## config.mk

```make
export PLATFORM = sky130hd
export DESIGN_NAME = pll_lock_sequencer
export DESIGN_NICKNAME = d
export VERILOG_FILES = /design/src/rtl/pll_lock_sequencer.sv
export SDC_FILE = /design/constraint.sdc
export NUM_CORES = 1
export LEC_CHECK = 0
export CAP_MARGIN = 20
export CORE_UTILIZATION = 45
export DETAILED_ROUTE_END_ITERATION = 16
export HOLD_SLACK_MARGIN = 0.02
export MAX_ROUTING_LAYER = met4
export PLACE_DENSITY = 0.75
export SETUP_SLACK_MARGIN = 0.02
export SYNTH_ARGS = -nofsm -noshare
export SYNTH_HDL_FRONTEND = slang
export SYNTH_SLANG_ARGS = --single-unit
```

## constraint.sdc

```tcl
create_clock -name clk -period 1.85 [get_ports clk]
set_input_delay 0.2775 -clock clk [delete_from_list [all_inputs] [get_ports clk]]
set_output_delay 0.2775 -clock clk [all_outputs]
set_load 0.02 [all_outputs]
```

## src/rtl/pll_lock_sequencer.sv

```systemverilog
// Reset/power sequencer for a single PLL: pulses PLL reset, qualifies LOCKED, releases fabric reset,
// retries on lock timeout and parks in a sticky fault after repeated failures.
module pll_lock_sequencer #(
   parameter int unsigned RST_CYCLES    = 8,
   parameter int unsigned LOCK_TIMEOUT  = 65535,
   parameter int unsigned STABLE_CYCLES = 1024,
   parameter int unsigned MAX_RETRIES   = 3,
   parameter int unsigned CNT_W         = 8
) (
   input  logic             clk,
   input  logic             rst_n,
   input  logic             pwrdwn_req_i,
   input  logic             restart_i,
   input  logic             pll_locked_i,
   output logic             pll_rst_o,
   output logic             pll_pwrdwn_o,
   output logic             sys_rst_n_o,
   output logic             ready_o,
   output logic             fault_o,
   output logic [2:0]       state_o,
   output logic [CNT_W-1:0] lock_loss_cnt_o
);

   localparam int unsigned RstW = $clog2(RST_CYCLES + 1);
   localparam int unsigned StbW = $clog2(STABLE_CYCLES + 1);
   localparam int unsigned ToW  = $clog2(LOCK_TIMEOUT + 1);
   localparam int unsigned RetW = $clog2(MAX_RETRIES + 1);

   localparam logic [RstW-1:0] RstLast = RstW'(RST_CYCLES - 1);
   localparam logic [StbW-1:0] StbLast = StbW'(STABLE_CYCLES - 1);
   localparam logic [ToW-1:0]  ToLast  = ToW'(LOCK_TIMEOUT - 1);
   localparam logic [RetW-1:0] RetMax  = RetW'(MAX_RETRIES);

   typedef enum logic [2:0] {
      StRstHold  = 3'd0,
      StWaitLock = 3'd1,
      StStable   = 3'd2,
      StRun      = 3'd3,
      StFault    = 3'd4,
      StPwrdn    = 3'd5
   } state_e;

   state_e            state_q, state_d;
   logic [RstW-1:0]   rst_cnt_q, rst_cnt_d;
   logic [StbW-1:0]   stb_cnt_q, stb_cnt_d;
   logic [ToW-1:0]    to_cnt_q, to_cnt_d;
   logic [RetW-1:0]   retry_q, retry_d, retry_inc;
   logic [CNT_W-1:0]  loss_q, loss_d;
   logic [1:0]        sync_q;
   logic              locked_s, to_hit;
   logic              pll_rst_q, pll_pwrdwn_q, sys_rst_n_q, ready_q, fault_q;

   assign locked_s  = sync_q[1];
   assign to_hit    = (to_cnt_q == ToLast);
   assign retry_inc = retry_q + 1'b1;

   always_comb begin
      state_d   = state_q;
      rst_cnt_d = rst_cnt_q;
      stb_cnt_d = stb_cnt_q;
      to_cnt_d  = to_cnt_q;
      retry_d   = retry_q;
      loss_d    = loss_q;
      if (pwrdwn_req_i) begin
         state_d = StPwrdn;
      end else begin
         unique case (state_q)
            StRstHold: begin
               if (rst_cnt_q == RstLast) state_d = StWaitLock;
               else                      rst_cnt_d = rst_cnt_q + 1'b1;
            end
            StWaitLock, StStable: begin
               // Timeout wins over a STABLE->RUN completion on the same edge.
               if (to_hit) begin
                  retry_d = retry_inc;
                  state_d = (retry_inc == RetMax) ? StFault : StRstHold;
               end else begin
                  to_cnt_d = to_cnt_q + 1'b1;
                  if (state_q == StWaitLock) begin
                     if (locked_s) state_d = StStable;
                  end else if (!locked_s) begin
                     state_d = StWaitLock;
                  end else if (stb_cnt_q == StbLast) begin
                     state_d = StRun;
                     retry_d = '0;
                  end else begin
                     stb_cnt_d = stb_cnt_q + 1'b1;
                  end
               end
            end
            StRun: begin
               if (!locked_s) begin
                  state_d = StRstHold;
                  if (loss_q != '1) loss_d = loss_q + 1'b1;
               end
            end
            StFault: begin
               if (restart_i) begin
                  state_d = StRstHold;
                  retry_d = '0;
               end
            end
            StPwrdn: begin
               state_d = StRstHold;
               retry_d = '0;
            end
            default: state_d = StRstHold;
         endcase
      end
      // Phase counters restart on every state change; the timeout only restarts on a new attempt.
      if (state_d != state_q) begin
         rst_cnt_d = '0;
         stb_cnt_d = '0;
      end
      if (state_q == StRstHold && state_d == StWaitLock) to_cnt_d = '0;
   end

   always_ff @(posedge clk or negedge rst_n) begin
      if (!rst_n) begin
         state_q      <= StRstHold;
         rst_cnt_q    <= '0;
         stb_cnt_q    <= '0;
         to_cnt_q     <= '0;
         retry_q      <= '0;
         loss_q       <= '0;
         sync_q       <= 2'b00;
         pll_rst_q    <= 1'b1;
         pll_pwrdwn_q <= 1'b0;
         sys_rst_n_q  <= 1'b0;
         ready_q      <= 1'b0;
         fault_q      <= 1'b0;
      end else begin
         state_q      <= state_d;
         rst_cnt_q    <= rst_cnt_d;
         stb_cnt_q    <= stb_cnt_d;
         to_cnt_q     <= to_cnt_d;
         retry_q      <= retry_d;
         loss_q       <= loss_d;
         sync_q       <= {sync_q[0], pll_locked_i};
         pll_rst_q    <= (state_d == StRstHold) || (state_d == StFault) || (state_d == StPwrdn);
         pll_pwrdwn_q <= (state_d == StPwrdn);
         sys_rst_n_q  <= (state_d == StRun);
         ready_q      <= (state_d == StRun);
         fault_q      <= (state_d == StFault);
      end
   end

   assign pll_rst_o       = pll_rst_q;
   assign pll_pwrdwn_o    = pll_pwrdwn_q;
   assign sys_rst_n_o     = sys_rst_n_q;
   assign ready_o         = ready_q;
   assign fault_o         = fault_q;
   assign state_o         = state_q;
   assign lock_loss_cnt_o = loss_q;

endmodule

```

==> reports/qor.csv, run 1 <==
metric,value,unit
register bit count reported by yosys,50,
Tightest Hold Check Type,register to register,
initial antenna violation count,0,
Final Cycle Share,1.05,
Core Area,0.00599,mm^2
worst skew pair latency,0.30,ns
synth unique cells,61,
drt pass-1 iters,4,
critical hold path startpoint,sync_q[0]$_DFF_PN0_,
outcome,"finished, violations left",
RR Endpoint,stb_cnt_q[1]$_DFFE_PN0P_,
vias in the first global route,2282,
max cap viols,0,
top post-synthesis cells by area,"dfrtp_1 43%, xor2_1 4.9%, xnor2_1 4.6%",
via count,2353,
nets,376,
Root Driver,clkbuf_8,
Yosys top cell by area,dfrtp_1,
first-pass GRT wire length,10.2,mm
minimum clock period,1.95,ns
Post-route DRC,0,
critical path's slowest cell,dfrtp_1,
GR Util All Layers,0.206,
initial drt markers,127,
number of synthesized flops with an enable pin,0,
worst setup margin,-0.0963,ns
Max stage delay on crit path,0.38,ns
routability cong.,0.828,
CP startpoint kind,register,
most instantiated cells after synthesis,"49 x dfrtp_1, 28 x nor2_1, 19 x nand2_1, 16 x nand3_1, 16 x xor2_1",
max-slew violation count,0,
worst setup path start,rst_cnt_q[1]$_DFFE_PN0P_,
overall routed net length,6.47,mm
Peak VDD IR,0.420,mV
ratio of cells with drive above 1 in the final layout,0.426,
io pins,21,
Num CTS Buffers,5,
CTS tree,yes,
r2r worst-path depth,8,
reg2reg setup slack,-0.1,ns
Max clock buf depth,2,
top cell type's share of synthesized area,0.432,
Post-Synthesis Net Count,278,
CP required,2.04,ns
clock slew seen by the registers of the worst setup and hold paths,0.09,ns
grt ovf,0,
port bufs,20,
Clock Sink Count,50,
wire per inst,14.7,um
Crit. End Element,register,
Mapped Area,0.00284,mm^2
CP Class,register to register,
relative slew slack,0.746,
worst clock skew,0.0109,ns
family with the most delay on the worst path,compound AO/OA/AOI/OAI gates,
CP bufs+invs,1,
most common cell in the synthesized netlist,dfrtp_1,
die span in x,81.4,um
Setup crit end,stb_cnt_q[1]$_DFFE_PN0P_,
H-tree levels,2,
P_leak,1.80,nW
Via density,5.34,
synthesized instance count,267,
DP HPWL,4.16,mm
endpoints failing setup,16,
Avg Synthesized Cell Area,10.6,um^2
Initial Utilization,0.473,
die area,0.00663,mm^2
reg2reg start,rst_cnt_q[1]$_DFFE_PN0P_,
Pwr Density,594,mW/mm^2
Max Freq,514,MHz
placed insts,412,
largest net degree at the start of global routing,51,
Final ANT Viol Nets,0,
path length in cells of the critical path,8,
Crit Path Max Fanout,11,
Area Overhead vs Synth,40.5,%
async set or reset register ratio after synthesis,1.00,
Pwr Total,2.37,mW
YS warnings,0,
DIE HEIGHT,81.4,um
row cnt,28,
Final Hold Fails,0,
register area share after synthesis,0.442,
worst path cell trace,ha_2 -> nand3b_1 -> o31ai_4 -> a21oi_2 -> and3b_1 -> o21ai_4 -> buf_12 -> a21oi_1,
Worst-Margin Slew,0.378,ns
n_diodes,0,
RSZ-0062 raised after global routing,yes,
"Primary FF master, synth",dfrtp_1,
"Data arrival, critical path",2.13,ns
fin cells,441,
failing checks,negative setup slack,
-- layout make-up --
| class | count | area [um^2] |
|---|---|---|
| multi-input cells | 199 | 1670 |
| well taps | 75 | 93.8 |
| repair buffers | 101 | 856 |
| flip-flops and latches | 50 | 1260 |
| inverters | 8 | 30.0 |
| fillers | 444 | 2000 |
| clock buffers | 8 | 80.1 |
-- cells in the final DEF (no fill, tap or decap), types with 5 or more instances in the layout --
cell	instances
a21oi_1	5
buf_4	71
buf_6	7
clkbuf_8	5
clkdlybuf4s50_1	17
dfrtp_1	46
inv_1	8
nand2_1	17
nand3_1	13
nand4_1	6
nor2_1	24
nor2_2	6
nor2_4	11
nor3_1	5
o21ai_0	6
xnor2_1	13
xor2_1	16
-- kinds of logic after synthesis --
logic type | share of synthesized area
and+or+nand+nor | 0.267
adders and majority gates | 0.0300
buffers and inverters | 0.0419
DFF | 0.442
xor gates and xnor gates | 0.0957
AOI/OAI and AO/OA | 0.112
muxes | 0.0119
-- report_power, final --
part | total, mW | internal [mW] | switching [mW]
clock | 0.619 | 0.270 | 0.350
combinational | 0.541 | 0.267 | 0.274
sequential | 1.21 | 1.15 | 0.0575
total | 2.37 | 1.69 | 0.681
-- worst min-delay path by stage --
stage | slack, ns | cells after the start | to
floorplan | -0.02 | 0 | fault_o$_DFF_PN0_
global placement | 0.29 | 2 | lock_loss_cnt_o[5]$_DFFE_PN0P_
detailed placement | 0.28 | 2 | lock_loss_cnt_o[3]$_DFFE_PN0P_
CTS | 0.36 | 0 | sync_q[1]$_DFF_PN0_
global route | 0.37 | 0 | sync_q[1]$_DFF_PN0_
finish | 0.35 | 0 | sync_q[1]$_DFF_PN0_
-- per-stage QoR --
stage	setup WS, ns	hold slack (ns)	instance area (um^2)	util	TNS [ns]
after floorplan	-0.0359	-0.0181	2850	-	-0.333
after global placement	-0.240	0.285	3530	0.589	-5.73
after detailed placement	-0.297	0.284	3530	0.589	-7.23
after CTS	-0.0558	0.359	3760	0.628	-0.568
after global routing	-0.184	0.374	3990	0.665	-2.90
final	-0.0963	0.350	3990	0.665	-1.13
-- sequential cells by signal, summed over array words and instances, names as in the netlist, 2 cells and up --
signal and count:
rst_cnt_q 4, retry_q 2, lock_loss_cnt_o 8, sync_q 2, stb_cnt_q 11, to_cnt_q 16, state_o 3
-- routing by layer --
metal  GRT usage  routed length, um
met4      0.0607                 80
met3      0.0438                282
met2       0.343               3340
met5           -                  0
met1       0.249               2760
-- timing repair --
action / in CTS / in global routing
endpoints found under the hold margin: 49 / 0
cloned: 0 / 1
pin swaps: 4 / 14
buffers inserted: 8 / 11
setup endpoints to repair: 36 / 40
hold buffers: 1 / 0
resized for setup: 19 / 30
No activity file was read; power rests on OpenSTA's default activity.
==> run 2, diff against run 1 <==
--- a/config.mk
+++ b/config.mk
@@ -6,6 +6,7 @@
 export NUM_CORES = 1
 export LEC_CHECK = 0
 export CAP_MARGIN = 20
+export CORE_ASPECT_RATIO = 0.6
 export CORE_UTILIZATION = 45
 export DETAILED_ROUTE_END_ITERATION = 16
 export HOLD_SLACK_MARGIN = 0.02
==> reports/qor.csv, run 2 (synthesized netlist as in run 1, its figures left out) <==
metric,value,unit,change
relative slew slack,0.683,,-0.0621
DIE HEIGHT,63.5,um,-22%
Logic pwr share,0.227,,about the same
CP startpoint kind,register,,
grt ovf,0,,unchanged
Area Overhead vs Synth,40.8,%,
pre-CTS setup slack,-0.278,ns,+0.0186 ns
Max clock buf depth,2,,unchanged
overall routed net length,7.52,mm,+16%
Tightest Hold Check Type,primary input to register,,
Min Hold Slack,0.399,ns,+0.0483 ns
"Most flops, register",to_cnt_q,,
Pwr Density,609,mW/mm^2,+2.5%
row cnt,21,,-25%
H-tree levels,2,,unchanged
final core occ,0.688,,+0.0226
setup TNS,-3.26,ns,-2.13 ns
placed instance area,0.00354,mm^2,+0.39%
Via density,5.41,,+1.4%
vias in the first global route,2263,,-0.83%
endpoints failing setup,25,,+9
initial antenna violation count,0,,unchanged
n_diodes,0,,unchanged
worst path cell trace,ha_2 -> nand3b_1 -> o31ai_4 -> a21oi_2 -> and3b_1 -> o21ai_4 -> clkbuf_16 -> nor2_4,,
max cap viols,0,,unchanged
routability cong.,0.838,,+1.2%
worst clock skew,0.00551,ns,-0.00541 ns
worst setup margin,-0.222,ns,-0.125 ns
CTS tree,yes,,
failing checks,negative setup slack,,
minimum clock period,2.07,ns,+0.125 ns
wire per inst,16.8,um,+15%
largest net degree at the start of global routing,33,,-35%
die span in x,104,um,+28%
most frequent cells in the layout,"72 x buf_4, 46 x dfrtp_1, 26 x nor2_1",,
Root Driver,clkbuf_8,,
DP HPWL,4.64,mm,+12%
worst skew pair latency,0.31,ns,about the same
Net Sw Power,0.718,mW,+5.4%
Clock Sink Count,50,,unchanged
CP Class,register to register,,
area of the multi-input gates,0.00164,mm^2,-1.8%
Clock Power Share,0.280,,+0.019
clock slew seen by the registers of the worst setup and hold paths,0.09,ns,about the same
die area,0.00664,mm^2,+0.16%
first-pass GRT wire length,11.3,mm,+11%
Worst-Margin Slew,0.475,ns,+0.0966 ns
critical path's slowest cell,dfrtp_1,,
Peak VDD IR,0.525,mV,+25%
Post-route DRC,0,,unchanged
Final Cycle Share,1.12,,+0.0677
Max stage delay on crit path,0.39,ns,about the same
Final Hold Fails,0,,unchanged
area occupied by registers,0.00126,mm^2,unchanged
ratio of cells with drive above 1 in the final layout,0.420,,-0.00661
fill count,408,,-8.1%
Int Power,1.72,mW,+1.6%
nets,377,,+0.27%
initial drt markers,110,,-13%
P_leak,1.78,nW,-0.68%
Crit. End Element,register,,
outcome,"finished, violations left",,
CP required,2.05,ns,about the same
Crit Path Max Fanout,7,,-4
via count,2419,,+2.8%
drt pass-1 iters,4,,unchanged
Final ANT Viol Nets,0,,unchanged
Initial Utilization,0.488,,+0.0150
Max Freq,483,MHz,-6.0%
"Data arrival, critical path",2.28,ns,+0.15 ns
port bufs,20,,unchanged
max reg flops,16,,unchanged
sequential share of power,0.493,,-0.017
Core Area,0.00581,mm^2,-3.1%
switching part of the total,0.295,,+0.00764
"most common cell after layout, fill and taps aside",buf_4,,
final instance area,0.00400,mm^2,+0.22%
reg2reg setup slack,-0.22,ns,-0.13 ns
Num CTS Buffers,5,,unchanged
RSZ-0062 raised after global routing,yes,,
GR Util All Layers,0.225,,+0.0191
max-slew violation count,0,,unchanged
io pins,21,,unchanged
## run 2: cell count changes in the layout (fill, tap and decap cells not counted), moves of 2 or more
cell / before / now
a21boi_2: 2 / 0
nand3_2: 4 / 1
buf_6: 7 / 5
xnor2_2: 2 / 0
clkbuf_1: 3 / 0
nand3_1: 13 / 15
nor2_1: 24 / 26
## run 2: final timing paths
path                                               start                  endpoint  cells after the start
worst max-delay path            rst_cnt_q[0]$_DFFE_PN0P_  stb_cnt_q[4]$_DFFE_PN0P_                      8
worst max register to register  rst_cnt_q[0]$_DFFE_PN0P_  stb_cnt_q[4]$_DFFE_PN0P_                      8
worst min register to register       sync_q[0]$_DFF_PN0_       sync_q[1]$_DFF_PN0_                      0
min in group asynchronous                          rst_n    pll_pwrdwn_o$_DFF_PN0_                      2
worst min-delay path                        pll_locked_i       sync_q[0]$_DFF_PN0_                      1
max in group asynchronous                          rst_n      state_o[2]$_DFF_PN0_                      3
## run 2: routing by layer
metal	vias to the layer above	global-route usage	part of all wire
met5	-	-	0
met4	0	0.0554	0.024
met3	25	0.0487	0.044
met2	66	0.327	0.46
met1	1197	0.319	0.47
li1	1131	-	-
## run 2: area by class of cell
type,count,area share
repair buffers,102,0.219
multi-input cells,199,0.411
inverters,8,0.00752
well taps,80,0.0251
flip-flops and latches,50,0.314
clock buffers,6,0.0207
clock inverters,2,0.00313
## run 2: worst max-delay path: cells and delay by family, from the launching register on
kind	cells	cell delay (ns)
adders and majority gates	1	0.21
buffers and inverters	1	0.23
DFF	1	0.39
AOI/OAI and AO/OA	3	0.66
and+or+nand+nor	3	0.47
## run 2: per-stage QoR
step                      total power, mW  cells
final                                2.43    447
after detailed placement             1.70    418
after global routing                 2.55    447
after global placement               1.68    418
after CTS                            2.39    434
after floorplan                      1.49    267
## run 2: what timing repair did
item / in CTS / in global routing
cloned: 1 / 1
resized for setup: 10 / 27
pin swaps: 8 / 10
endpoints found under the hold margin: 17 / 0
setup endpoints to repair: 37 / 39
setup buffers: 6 / 12
hold buffers: 1 / 0
## run 2: power groups by stage
stage | combinational, mW | sequential (mW) | clock (mW)
CTS | 0.499 | 1.20 | 0.691
detailed placement | 0.473 | 1.22 | 0
floorplan | 0.247 | 1.24 | 0
global placement | 0.459 | 1.22 | 0
finish | 0.553 | 1.20 | 0.682
global route | 0.597 | 1.21 | 0.745
